File: src/rtl/proc_pkg.sv
// rtl/proc_pkg.sv - opcodes, step encoding and IR field helpers for proc_core
package proc_pkg;

  localparam logic [2:0] OP_MV   = 3'b000;
  localparam logic [2:0] OP_MVI  = 3'b001;
  localparam logic [2:0] OP_ADD  = 3'b010;
  localparam logic [2:0] OP_SUB  = 3'b011;
  localparam logic [2:0] OP_AND  = 3'b100;
  localparam logic [2:0] OP_OR   = 3'b101;
  localparam logic [2:0] OP_MVNZ = 3'b110;
  localparam logic [2:0] OP_NOP  = 3'b111;

  typedef logic [1:0] step_t;

  localparam step_t T0 = 2'd0;
  localparam step_t T1 = 2'd1;
  localparam step_t T2 = 2'd2;
  localparam step_t T3 = 2'd3;

  // IR is zero-extended to 32 bits so one helper serves every register count
  function automatic logic [2:0] ir_op(input logic [31:0] ir, input int rw);
    return 3'(ir >> (2 * rw));
  endfunction

  function automatic logic [7:0] ir_rx(input logic [31:0] ir, input int rw);
    return 8'((ir >> rw) & ((32'd1 << rw) - 32'd1));
  endfunction

  function automatic logic [7:0] ir_ry(input logic [31:0] ir, input int rw);
    return 8'(ir & ((32'd1 << rw) - 32'd1));
  endfunction

endpackage

File: src/rtl/proc_ctrl.sv
// rtl/proc_ctrl.sv - step sequencing and instruction decode for proc_core
module proc_ctrl
  import proc_pkg::*;
#(
  parameter int NREG = 8,
  localparam int RW = $clog2(NREG),
  localparam int IR_W = 3 + 2 * RW
) (
  input  logic [IR_W-1:0] ir,
  input  step_t           step,
  input  logic            run,
  input  logic            zero,
  output logic [NREG-1:0] rin,
  output logic [NREG-1:0] rout,
  output logic            din_out,
  output logic            g_out,
  output logic            ain,
  output logic            gin,
  output logic [2:0]      alu_op,
  output logic            ir_en,
  output logic            done,
  output step_t           step_next
);

  logic [31:0]   ir32;
  logic [2:0]    op;
  logic [RW-1:0] rx;
  logic [RW-1:0] ry;

  assign ir32   = 32'(ir);
  assign op     = ir_op(ir32, RW);
  assign rx     = RW'(ir_rx(ir32, RW));
  assign ry     = RW'(ir_ry(ir32, RW));
  assign alu_op = op;

  always_comb begin
    rin       = '0;
    rout      = '0;
    din_out   = 1'b0;
    g_out     = 1'b0;
    ain       = 1'b0;
    gin       = 1'b0;
    ir_en     = 1'b0;
    done      = 1'b0;
    step_next = step;
    case (step)
      T0: begin
        ir_en = run;
        if (run) step_next = T1;
      end
      T1: begin
        case (op)
          OP_MV: begin
            rout[ry]  = 1'b1;
            rin[rx]   = 1'b1;
            done      = 1'b1;
            step_next = T0;
          end
          OP_MVI: begin
            din_out   = 1'b1;
            rin[rx]   = 1'b1;
            done      = 1'b1;
            step_next = T0;
          end
          OP_MVNZ: begin
            // Bus still carries Ry so the step looks the same whether or not it writes
            rout[ry]  = 1'b1;
            rin[rx]   = ~zero;
            done      = 1'b1;
            step_next = T0;
          end
          OP_NOP: begin
            done      = 1'b1;
            step_next = T0;
          end
          default: begin
            rout[rx]  = 1'b1;
            ain       = 1'b1;
            step_next = T2;
          end
        endcase
      end
      T2: begin
        rout[ry]  = 1'b1;
        gin       = 1'b1;
        step_next = T3;
      end
      default: begin
        g_out     = 1'b1;
        rin[rx]   = 1'b1;
        done      = 1'b1;
        step_next = T0;
      end
    endcase
  end

endmodule

File: src/rtl/proc_core.sv
// rtl/proc_core.sv - multi-cycle bus processor: register file, A/G, ALU and bus mux
module proc_core
  import proc_pkg::*;
#(
  parameter int DATA_W = 16,
  parameter int NREG   = 8
) (
  input  logic              Clock,
  input  logic              Reset,
  input  logic [DATA_W-1:0] DIN,
  input  logic              Run,
  output logic [DATA_W-1:0] Bus,
  output logic              Done,
  output logic              Zero
);

  localparam int RW   = $clog2(NREG);
  localparam int IR_W = 3 + 2 * RW;

  logic [DATA_W-1:0] regs [NREG];
  logic [DATA_W-1:0] a_q;
  logic [DATA_W-1:0] g_q;
  logic [DATA_W-1:0] alu_res;
  logic [IR_W-1:0]   ir_q;
  step_t             step_q;
  step_t             step_next;
  logic              zero_q;
  logic [NREG-1:0]   rin;
  logic [NREG-1:0]   rout;
  logic              din_out;
  logic              g_out;
  logic              ain;
  logic              gin;
  logic              ir_en;
  logic [2:0]        alu_op;

  proc_ctrl #(.NREG(NREG)) u_ctrl (
    .ir        (ir_q),
    .step      (step_q),
    .run       (Run),
    .zero      (zero_q),
    .rin       (rin),
    .rout      (rout),
    .din_out   (din_out),
    .g_out     (g_out),
    .ain       (ain),
    .gin       (gin),
    .alu_op    (alu_op),
    .ir_en     (ir_en),
    .done      (Done),
    .step_next (step_next)
  );

  // Selects are one-hot (or all clear), so OR-ing the gated sources is a plain mux
  always_comb begin
    Bus = '0;
    for (int i = 0; i < NREG; i++) begin
      if (rout[i]) Bus = Bus | regs[i];
    end
    if (din_out) Bus = Bus | DIN;
    if (g_out)   Bus = Bus | g_q;
  end

  always_comb begin
    case (alu_op)
      OP_ADD:  alu_res = a_q + Bus;
      OP_SUB:  alu_res = a_q - Bus;
      OP_AND:  alu_res = a_q & Bus;
      OP_OR:   alu_res = a_q | Bus;
      default: alu_res = a_q;
    endcase
  end

  always_ff @(posedge Clock or posedge Reset) begin
    if (Reset) begin
      step_q <= T0;
      ir_q   <= '0;
      a_q    <= '0;
      g_q    <= '0;
      zero_q <= 1'b1;
      for (int i = 0; i < NREG; i++) regs[i] <= '0;
    end else begin
      step_q <= step_next;
      if (ir_en) ir_q <= DIN[IR_W-1:0];
      if (ain)   a_q  <= Bus;
      if (gin) begin
        g_q    <= alu_res;
        zero_q <= (alu_res == '0);
      end
      for (int i = 0; i < NREG; i++) begin
        if (rin[i]) regs[i] <= Bus;
      end
    end
  end

  assign Zero = zero_q;

endmodule
File: config.mk
export PLATFORM = sky130hd
export DESIGN_NAME = proc_core
export DESIGN_NICKNAME = d
export VERILOG_FILES = /design/src/rtl/proc_pkg.sv /design/src/rtl/proc_ctrl.sv /design/src/rtl/proc_core.sv
export SDC_FILE = /design/constraint.sdc
export NUM_CORES = 1
export LEC_CHECK = 0
export ABC_AREA = 1
export CORE_MARGIN = 1
export CORE_UTILIZATION = 55
export DETAILED_ROUTE_END_ITERATION = 10
export GPL_TIMING_DRIVEN = 0
export HOLD_SLACK_MARGIN = 0.15
export PLACE_DENSITY = 0.84
export SLEW_MARGIN = 30
export SYNTH_ARGS = -nofsm -noshare
export SYNTH_HDL_FRONTEND = slang
export SYNTH_SLANG_ARGS = --single-unit
File: constraint.sdc
create_clock -name Clock -period 8 [get_ports Clock]
set_input_delay 2.4 -clock Clock [delete_from_list [all_inputs] [get_ports Clock]]
set_output_delay 2.4 -clock Clock [all_outputs]
set_load 0.02 [all_outputs]
==> flow_summary.ini <==
[floorplan]
chipWidth_microns = 136
dieArea_sq_um = 18400
ioPinCount = 37
start_util_pct = 56.5
die_h_microns = 136
num_rows = 48
fp.coreArea_sq_um = 17400

[timing]
fin_crit_sh_pct = 88.9
finalCriticalPeriod_ns = 7.11
clock_skew_ns = 0.0125
setup_viol = 0
max_freq_mhz = 141
slew_viol_final = 0
hold_viol_final = 0
rsz0062_at_grt = false
relSlewSlack_pct = 42.5
holdWs_ns = 0.488
worst_slew_pin_slew_ns = 0.856

[setup_path]
startpoint_type = input port
crit_type = input port to output port
end_kind = output port
path_max_fanout = 10
arrival_ns = 4.71
cp.required_ns = 5.60

[layout]
multiInputGateArea_sq_um = 4770
fill_cells = 1444
final_cell_mix = nand2_1, o21ai_0, dfrtp_1
final_common_cell = nand2_1
nets = 1390
syn2layout_area_growth_pct = 13.2
final_layout_size_suffix_gt1_share_pct = 8.38
layout.cells.non_filler = 1585
regArea_sq_um = 4310
n_antenna_cell = 0

[drt]
routed_wl_microns = 30100
first_pass_iters = 7
vias_per_cell = 6.00
dr_total_vias = 9503
drt_iter0_drc = 1312
wire_per_inst_microns = 19.0
drtAntennaViolNets = 0
drc_errors = 0

[synth]
synth.distinct_cells = 41
yosysTopAreaCellShare_pct = 43.6
synthAdderAreaFrac_pct = 3.14
ys_seq_elements = 172
synth_nets = 1333
synthesis.area_sq_um = 9810
yosys-mux-area-fraction_pct = 0
synth_compound_area_share_pct = 12.9
yosys.area_share.simple_pct = 31.4
async_reset_ff_share_pct = 100
synth_top_family_by_area = simple AND/OR/NAND/NOR gates
avgSynthCellArea_sq_um = 7.60
ys_seq_area_share_pct = 43.9
netlist_instances = 1290
yosys.area.top_type = dfrtp_1
synth_xor_area_share_pct = 1.16
synth-edff-count = 0
synth.area.top_cells = dfrtp_1, nand2_1, o21ai_0, nand3_1, inv_1
synthFlopType = dfrtp_1
yosysWarnings = 0

[clock_tree]
root_buffer = clkbuf_16
clk_latency_ns = 0.45
clk_pin_slew_worst_paths_ns = 0.06
postCtsSetupBuffers = 0
clock-sinks = 172
htree_levels = 4
cts_buffers = 17
cts_hold_buf = 0
cts_max_path_buffers = 2
cts_tree = built
cts_resized = 0

[place]
hpwl_microns = 22000
dp.cells = 1553
place_congestion = 0.931
port_buffers = 36

[grt]
grt_max_degree = 92
first_global_vias = 8994
grt.overflow.total = 0
grt.total_usage_pct = 34.8
antenna_found_initial = 0
grt_pass1_wl_microns = 48100

[run_status]
status = completed

[worst_hold_path]
hp-class = flip-flop to flip-flop

[job]
maxCapViolCount = 0
==> flip-flops by register name (all words and copies together) (netlist names) <==
| signal | cells |
|---|---|
| step_q | 2 |
| ir_q | 9 |
| Zero | 1 |
| g_q | 16 |
| regs | 128 |
| a_q | 16 |
==> layout make-up <==
class / instances / area share, %
Multi-Input combinational cell: 943 / 42.9
Sequential cell: 172 / 38.8
Clock buffer: 18 / 3.87
Inverter: 111 / 3.82
Timing Repair Buffer: 38 / 3.74
Buffer: 64 / 2.87
Tap cell: 225 / 2.54
Clock inverter: 14 / 1.45
==> per-stage QoR <==
stage / instance area (sq um) / setup WS [ns] / setup TNS, ns / util [%]
after global placement: 10400 / -1.34 / -227.76 / 60.2
after CTS: 11100 / 0.983 / 0 / 64.0
after floorplan: 9810 / 0.942 / 0 / -
final: 11100 / 0.889 / 0 / 64.0
after detailed placement: 10500 / 0.587 / 0 / 60.6
after global routing: 11100 / 0.503 / 0 / 64.0
==> synth_stat cells (2+ instances only) <==
library cell,instances
inv_2,5
nand3b_1,2
a211oi_1,2
nor2_1,77
nand2_2,11
nor2_2,11
nand4_1,15
o31ai_1,2
nor3_1,12
o21a_1,2
o2111ai_1,4
buf_6,10
nand3_1,128
buf_2,3
ha_1,23
nand3_2,20
o21ai_0,188
o21ai_1,5
clkbuf_1,43
inv_1,105
buf_1,8
nand2_1,369
xor2_1,12
nand2_4,3
dfrtp_1,171
a21oi_1,29
o22ai_1,5
a32o_1,2
nor3_2,2
nor2_4,4
nand3_4,7
==> cells by family (layout without fill, tap and decap cells) <==
| group | Yosys count | after routing |
|---|---|---|
| simple gates | 664 | 664 |
| compound gates | 242 | 242 |
| buf+inv | 175 | 245 |
| flops | 172 | 172 |
| fa+ha+maj | 24 | 24 |
| xor+xnor | 13 | 13 |
==> worst max-delay path, stage by stage <==
cell	delay, ns
clkdlybuf4s50_1	0.46
nand2_1	0.08
o21ai_0	0.14
inv_1	0.07
nand2_1	0.07
nor2_1	0.05
nand3_1	0.21
clkbuf_1	0.52
clkdlybuf4s50_1	0.72
==> final timing paths <==
check,start,end,slack [ns],cells past startpoint
max,DIN[14],Bus[14],0.89,9
min,regs[45],regs[45],0.49,2
max reg2reg,step_q[1],Zero,1.39,32
min reg2reg,regs[45],regs[45],0.49,2
max in group asynchronous,Reset,a_q[9],4.72,4
min in group asynchronous,Reset,regs[5],2.28,2
==> layer usage <==
metal	global-route usage [%]	wire length [microns]
met1	44.5	11800
met2	55.9	13900
met3	5.80	2660
met4	20.2	1690
met5	0	0
Power is left out: the tool's default activity adds up to more than one toggle a clock period on the data nets, which glitch-free logic cannot reach.
